<file path="src/rtl/btn_debounce.sv">
// ============================================================================
// btn_debounce : tick-paced push-button debouncer with press/release/long events
// Revision     : 1.0
// ============================================================================
`default_nettype none

module btn_debounce #(
    parameter int DEBOUNCE_TICKS = 20,
    parameter int LONG_TICKS     = 1000,
    parameter int CNT_WIDTH      = 11
) (
    input  logic clk_100Mhz,
    input  logic rst_n,
    input  logic tick,
    input  logic btn_in,
    output logic btn_level,
    output logic btn_pressed,
    output logic btn_released,
    output logic btn_long
);

    typedef enum logic [1:0] {
        ST_IDLE         = 2'd0,
        ST_PRESS_WAIT   = 2'd1,
        ST_PRESSED      = 2'd2,
        ST_RELEASE_WAIT = 2'd3
    } state_t;

    localparam logic [CNT_WIDTH-1:0] C_DEB_LAST  = CNT_WIDTH'(DEBOUNCE_TICKS - 1);
    localparam logic [CNT_WIDTH-1:0] C_LONG_LAST = CNT_WIDTH'(LONG_TICKS - 1);
    localparam logic [CNT_WIDTH-1:0] C_ONE       = CNT_WIDTH'(1);

    logic                 r_sync_0;
    logic                 r_sync_1;
    logic                 w_btn_sync;

    state_t               r_state;
    state_t               w_state_nxt;
    logic [CNT_WIDTH-1:0] r_dcnt;
    logic [CNT_WIDTH-1:0] w_dcnt_nxt;
    logic [CNT_WIDTH-1:0] r_lcnt;
    logic [CNT_WIDTH-1:0] w_lcnt_nxt;
    logic                 r_long_done;
    logic                 w_long_done_nxt;

    logic                 r_level;
    logic                 r_pressed;
    logic                 r_released;
    logic                 r_long;
    logic                 w_level_nxt;
    logic                 w_pressed_nxt;
    logic                 w_released_nxt;
    logic                 w_long_nxt;

    always_ff @(posedge clk_100Mhz) begin
        if (!rst_n) begin
            r_sync_0 <= 1'b0;
            r_sync_1 <= 1'b0;
        end else begin
            r_sync_0 <= btn_in;
            r_sync_1 <= r_sync_0;
        end
    end

    assign w_btn_sync = r_sync_1;

    // A level change always takes priority over a coincident tick.
    always_comb begin
        w_state_nxt     = r_state;
        w_dcnt_nxt      = r_dcnt;
        w_lcnt_nxt      = r_lcnt;
        w_long_done_nxt = r_long_done;
        w_pressed_nxt   = 1'b0;
        w_released_nxt  = 1'b0;
        w_long_nxt      = 1'b0;
        case (r_state)
            ST_IDLE: begin
                if (w_btn_sync) begin
                    w_state_nxt = ST_PRESS_WAIT;
                    w_dcnt_nxt  = '0;
                end
            end
            ST_PRESS_WAIT: begin
                if (!w_btn_sync) begin
                    w_state_nxt = ST_IDLE;
                end else if (tick) begin
                    if (r_dcnt == C_DEB_LAST) begin
                        w_state_nxt     = ST_PRESSED;
                        w_pressed_nxt   = 1'b1;
                        w_lcnt_nxt      = '0;
                        w_long_done_nxt = 1'b0;
                    end else begin
                        w_dcnt_nxt = r_dcnt + C_ONE;
                    end
                end
            end
            ST_PRESSED: begin
                if (!w_btn_sync) begin
                    w_state_nxt = ST_RELEASE_WAIT;
                    w_dcnt_nxt  = '0;
                end else if (tick && !r_long_done) begin
                    if (r_lcnt == C_LONG_LAST) begin
                        w_long_nxt      = 1'b1;
                        w_long_done_nxt = 1'b1;
                    end else begin
                        w_lcnt_nxt = r_lcnt + C_ONE;
                    end
                end
            end
            ST_RELEASE_WAIT: begin
                // Bounce back keeps the long-press progress intact.
                if (w_btn_sync) begin
                    w_state_nxt = ST_PRESSED;
                end else if (tick) begin
                    if (r_dcnt == C_DEB_LAST) begin
                        w_state_nxt    = ST_IDLE;
                        w_released_nxt = 1'b1;
                    end else begin
                        w_dcnt_nxt = r_dcnt + C_ONE;
                    end
                end
            end
            default: begin
                w_state_nxt = ST_IDLE;
            end
        endcase
        w_level_nxt = (w_state_nxt == ST_PRESSED) || (w_state_nxt == ST_RELEASE_WAIT);
    end

    always_ff @(posedge clk_100Mhz) begin
        if (!rst_n) begin
            r_state     <= ST_IDLE;
            r_dcnt      <= '0;
            r_lcnt      <= '0;
            r_long_done <= 1'b0;
            r_level     <= 1'b0;
            r_pressed   <= 1'b0;
            r_released  <= 1'b0;
            r_long      <= 1'b0;
        end else begin
            r_state     <= w_state_nxt;
            r_dcnt      <= w_dcnt_nxt;
            r_lcnt      <= w_lcnt_nxt;
            r_long_done <= w_long_done_nxt;
            r_level     <= w_level_nxt;
            r_pressed   <= w_pressed_nxt;
            r_released  <= w_released_nxt;
            r_long      <= w_long_nxt;
        end
    end

    assign btn_level    = r_level;
    assign btn_pressed  = r_pressed;
    assign btn_released = r_released;
    assign btn_long     = r_long;

endmodule

`default_nettype wire

</file>
<file path="config.mk">
export PLATFORM = sky130hd
export DESIGN_NAME = btn_debounce
export DESIGN_NICKNAME = d
export VERILOG_FILES = /design/src/rtl/btn_debounce.sv
export SDC_FILE = /design/constraint.sdc
export NUM_CORES = 1
export LEC_CHECK = 0
export ABC_CLOCK_PERIOD_IN_PS = 2200
export CAP_MARGIN = 10
export CORE_ASPECT_RATIO = 0.8
export CORE_MARGIN = 10
export CORE_UTILIZATION = 57
export DETAILED_ROUTE_END_ITERATION = 16
export PLACE_DENSITY = 0.83
export SLEW_MARGIN = 40
export SYNTH_ARGS = -nofsm -noshare
export SYNTH_HDL_FRONTEND = slang
export SYNTH_SLANG_ARGS = --single-unit
</file>
<file path="constraint.sdc">
create_clock -name clk_100Mhz -period 2.2 [get_ports clk_100Mhz]
set_input_delay 0.55 -clock clk_100Mhz [delete_from_list [all_inputs] [get_ports clk_100Mhz]]
set_output_delay 0.55 -clock clk_100Mhz [all_outputs]
set_load 0.005 [all_outputs]
</file>
==> metrics.txt <==
CP arrival 2.38 ns; first-pass GRT wire length 5292 um; fin worst setup slack 0.09566 ns; register area 600.6 um2; die height 64.19 um; Tcrit/Tclk final 95.65%; Tot Pwr 925.5 uW; Via density 6.463; FILL cells 162; Clock power frac 37.9%; area of the core 2233 um2; CP delay by family, top simple AND/OR/NAND/NOR gates; Ports 8; crit path cell chain clkdlybuf4s50_1 -> nand4b_2 -> or3_1 -> or4_1 -> a21oi_1; Net Sw Power 215.4 uW; footprint of the multi-input gates 758.2 um2; Min-Delay Path Class reg -> reg; worst endpoint required time 2.47 ns; largest net degree at the start of global routing 11; pre-CTS setup slack -0.2387 ns; hold_buf cts 0; Synth Area per Inst 8.919 um2; FF-to-FF Start r_state[1]; Yosys Warn Count 0; # Post-CTS Setup Buffers 0; RR Endpoint r_lcnt[9]; fin. max-slew vios 0; Hold Path Sink r_sync_1; ys async rst share 0%; TritonRoute pass-1 iters 4; Synth Net Count 162; Final Hold Fails 0; unrepaired setup endpoints after global routing false; global-route usage over all layers 13.64%; Remaining Overflow, GRT 0; Slew HR 57.20%; die width 75.24 um; growth of design area from synthesis to finish 15.20%; clk_lat worst skew 0.34 ns; Initial Util 62.30%; Seq pwr share 59.2%; internal reg-to-reg setup slack 0.26 ns; synth unique cells 38; Buffers on Ports 7; CTS tree yes; Residual DRC 0; worst hold stages 1; Main synth FF type dfxtp_1; Net count, final 181; minimum clock period 2.104 ns; vias in the first global route 1154; reg2reg path depth 4; WL/cell 16.00 um; Sw Ratio 23.27%; die area 4829 um2; CTS Sinks 30; Root Driver clkbuf_4; Slew @ Worst Pin 0.6378 ns; peak fanout along the critical path 8; CP max stage cell or4_1; H-tree lvl count 2; antenna violations before repair 0; total internal power 710.1 uW; final setup vio count 0; Logic pwr share 3.0%; post-synthesis sequential element count 30; Largest stage delay, worst path 0.54 ns; n_diodes 0; leakage power 0.0005300 uW; Final HPWL DP 2349 um; initial DRC count 172; total CTS buffers 5; Fin Hold WS 0.4465 ns; post_cts resized 0; worst clock skew 0.006525 ns; number of synthesized flops with an enable pin 0; Synth Cell Area 1391 um2; Seq/Total Area, Yosys 43.17%; Critical Path Source Type primary input; VDD IR max 0.4211 mV; Vias 1299; share of post-route cells with drive strength above 1 10.80%; CTS max path bufs 2; Setup CP Type in -> reg; clock transition at the registers of the reported paths 0.10 ns; Syn Inst Count 156; Site Rows 15; final core occ 71.76%; GPL Wtd Cong 0.8176; drt total wl 3215 um; number of max-cap violations 0; pwr dens 577.4 nW/um2; Highest Clock Rate 475.2 MHz; Worst setup EP type register; startpoint of the worst hold path r_sync_0; status finished clean; Final ANT Viol Nets 0; CP bufs+invs 1
final cells by class:
| class | count | area share, % |
|---|---|---|
| timing repair buffer | 16 | 8.587 |
| inverter | 4 | 0.9368 |
| clock buffer | 7 | 3.435 |
| clock inverter | 1 | 0.3123 |
| sequential | 30 | 37.47 |
| multi-input combinational | 118 | 47.31 |
| tap | 25 | 1.952 |
placed cells by master (no fill, tap or decap), drive strengths merged, types with 3 or more instances in the layout:
cell / synthesis / layout
a21oi: 16 / 16
o31ai: 9 / 9
nor2: 10 / 10
nor4: 4 / 4
xnor2: 4 / 4
nand4: 7 / 7
clkdlybuf4s50: 0 / 7
o21ai: 8 / 8
clkbuf: 2 / 7
xor2: 3 / 3
or4: 9 / 9
buf: 2 / 9
nand3: 6 / 6
and2: 5 / 5
dfxtp: 30 / 30
inv: 4 / 4
or3: 6 / 6
nand2: 9 / 9
worst reg2reg max path, stage by stage (launching register included):
cell,delay (ns)
dfxtp_1,0.51
nand4b_2,0.17
or3_1,0.49
or4_1,0.55
a21oi_1,0.16
power by group through the flow:
stage	registers [uW]	clock network (uW)	logic [uW]
after floorplan	559	0	13.0
after global placement	560	0	26.1
after detailed placement	560	0	27.5
after CTS	547	352	27.5
after global routing	548	383	29.9
final	548	350	27.6
metal layers:
metal | vias up | GRT usage (%) | share of wire [%]
met3 | 11 | 5.093 | 6.6
met2 | 37 | 20.11 | 46
met4 | 0 | 6.019 | 2.3
met5 | - | 0 | 0
li1 | 634 | - | -
met1 | 617 | 17.21 | 45
sequential cells by signal, indices dropped and copies added (netlist names):
name / flops
r_lcnt: 11
r_sync_1: 1
r_long_done: 1
btn_pressed: 1
btn_released: 1
r_sync_0: 1
r_dcnt: 11
r_state: 2
btn_long: 1
cell families (layout without fill, tap and decap cells):
| family | count (synthesis) | after routing | share of synthesized area, % |
|---|---|---|---|
| simple gates | 69 | 69 | 30.22 |
| compound gates | 38 | 38 | 16.64 |
| flops | 30 | 30 | 43.17 |
| buf+inv | 8 | 28 | 2.338 |
| xor+xnor | 7 | 7 | 4.407 |
| fa+ha+maj | 2 | 2 | 1.798 |
| mux | 2 | 2 | 1.439 |
metrics by stage:
step	instance area (um2)	instances	TNS (ns)
3_3_place_gp	1543	193	-0.7650
5_1_grt	1603	201	0
3_5_place_dp	1543	193	-0.9633
2_1_floorplan	1391	156	0
6_report	1603	201	0
4_1_cts	1603	201	0
how the worst max path moves through the flow:
| stage | from | endpoint | slack [ns] | cells past startpoint |
|---|---|---|---|---|
| 6_report | tick | r_lcnt[9] | 0.1 | 5 |
| 5_1_grt | tick | r_lcnt[9] | 0.008 | 5 |
| 4_1_cts | tick | r_lcnt[9] | 0.11 | 5 |
| 3_5_place_dp | tick | r_lcnt[9] | -0.24 | 5 |
| 3_3_place_gp | tick | r_lcnt[9] | -0.18 | 5 |
| 2_1_floorplan | tick | r_lcnt[7] | 0.34 | 5 |
cell usage after synthesis (all sizes together), types with 4 or more instances:
library cell / n / share of area (%)
nand3: 6 / 2.2
dfxtp: 30 / 43
nand2: 9 / 2.4
xnor2: 4 / 2.5
inv: 4 / 1.1
o21ai: 8 / 2.9
or3: 6 / 2.7
o31ai: 9 / 4.9
or4: 9 / 4.9
nand4: 7 / 3.6
nor4: 4 / 1.8
and2: 5 / 2.2
a21oi: 16 / 5.8
nor2: 10 / 2.7
Power figures use the tool's default switching activity.
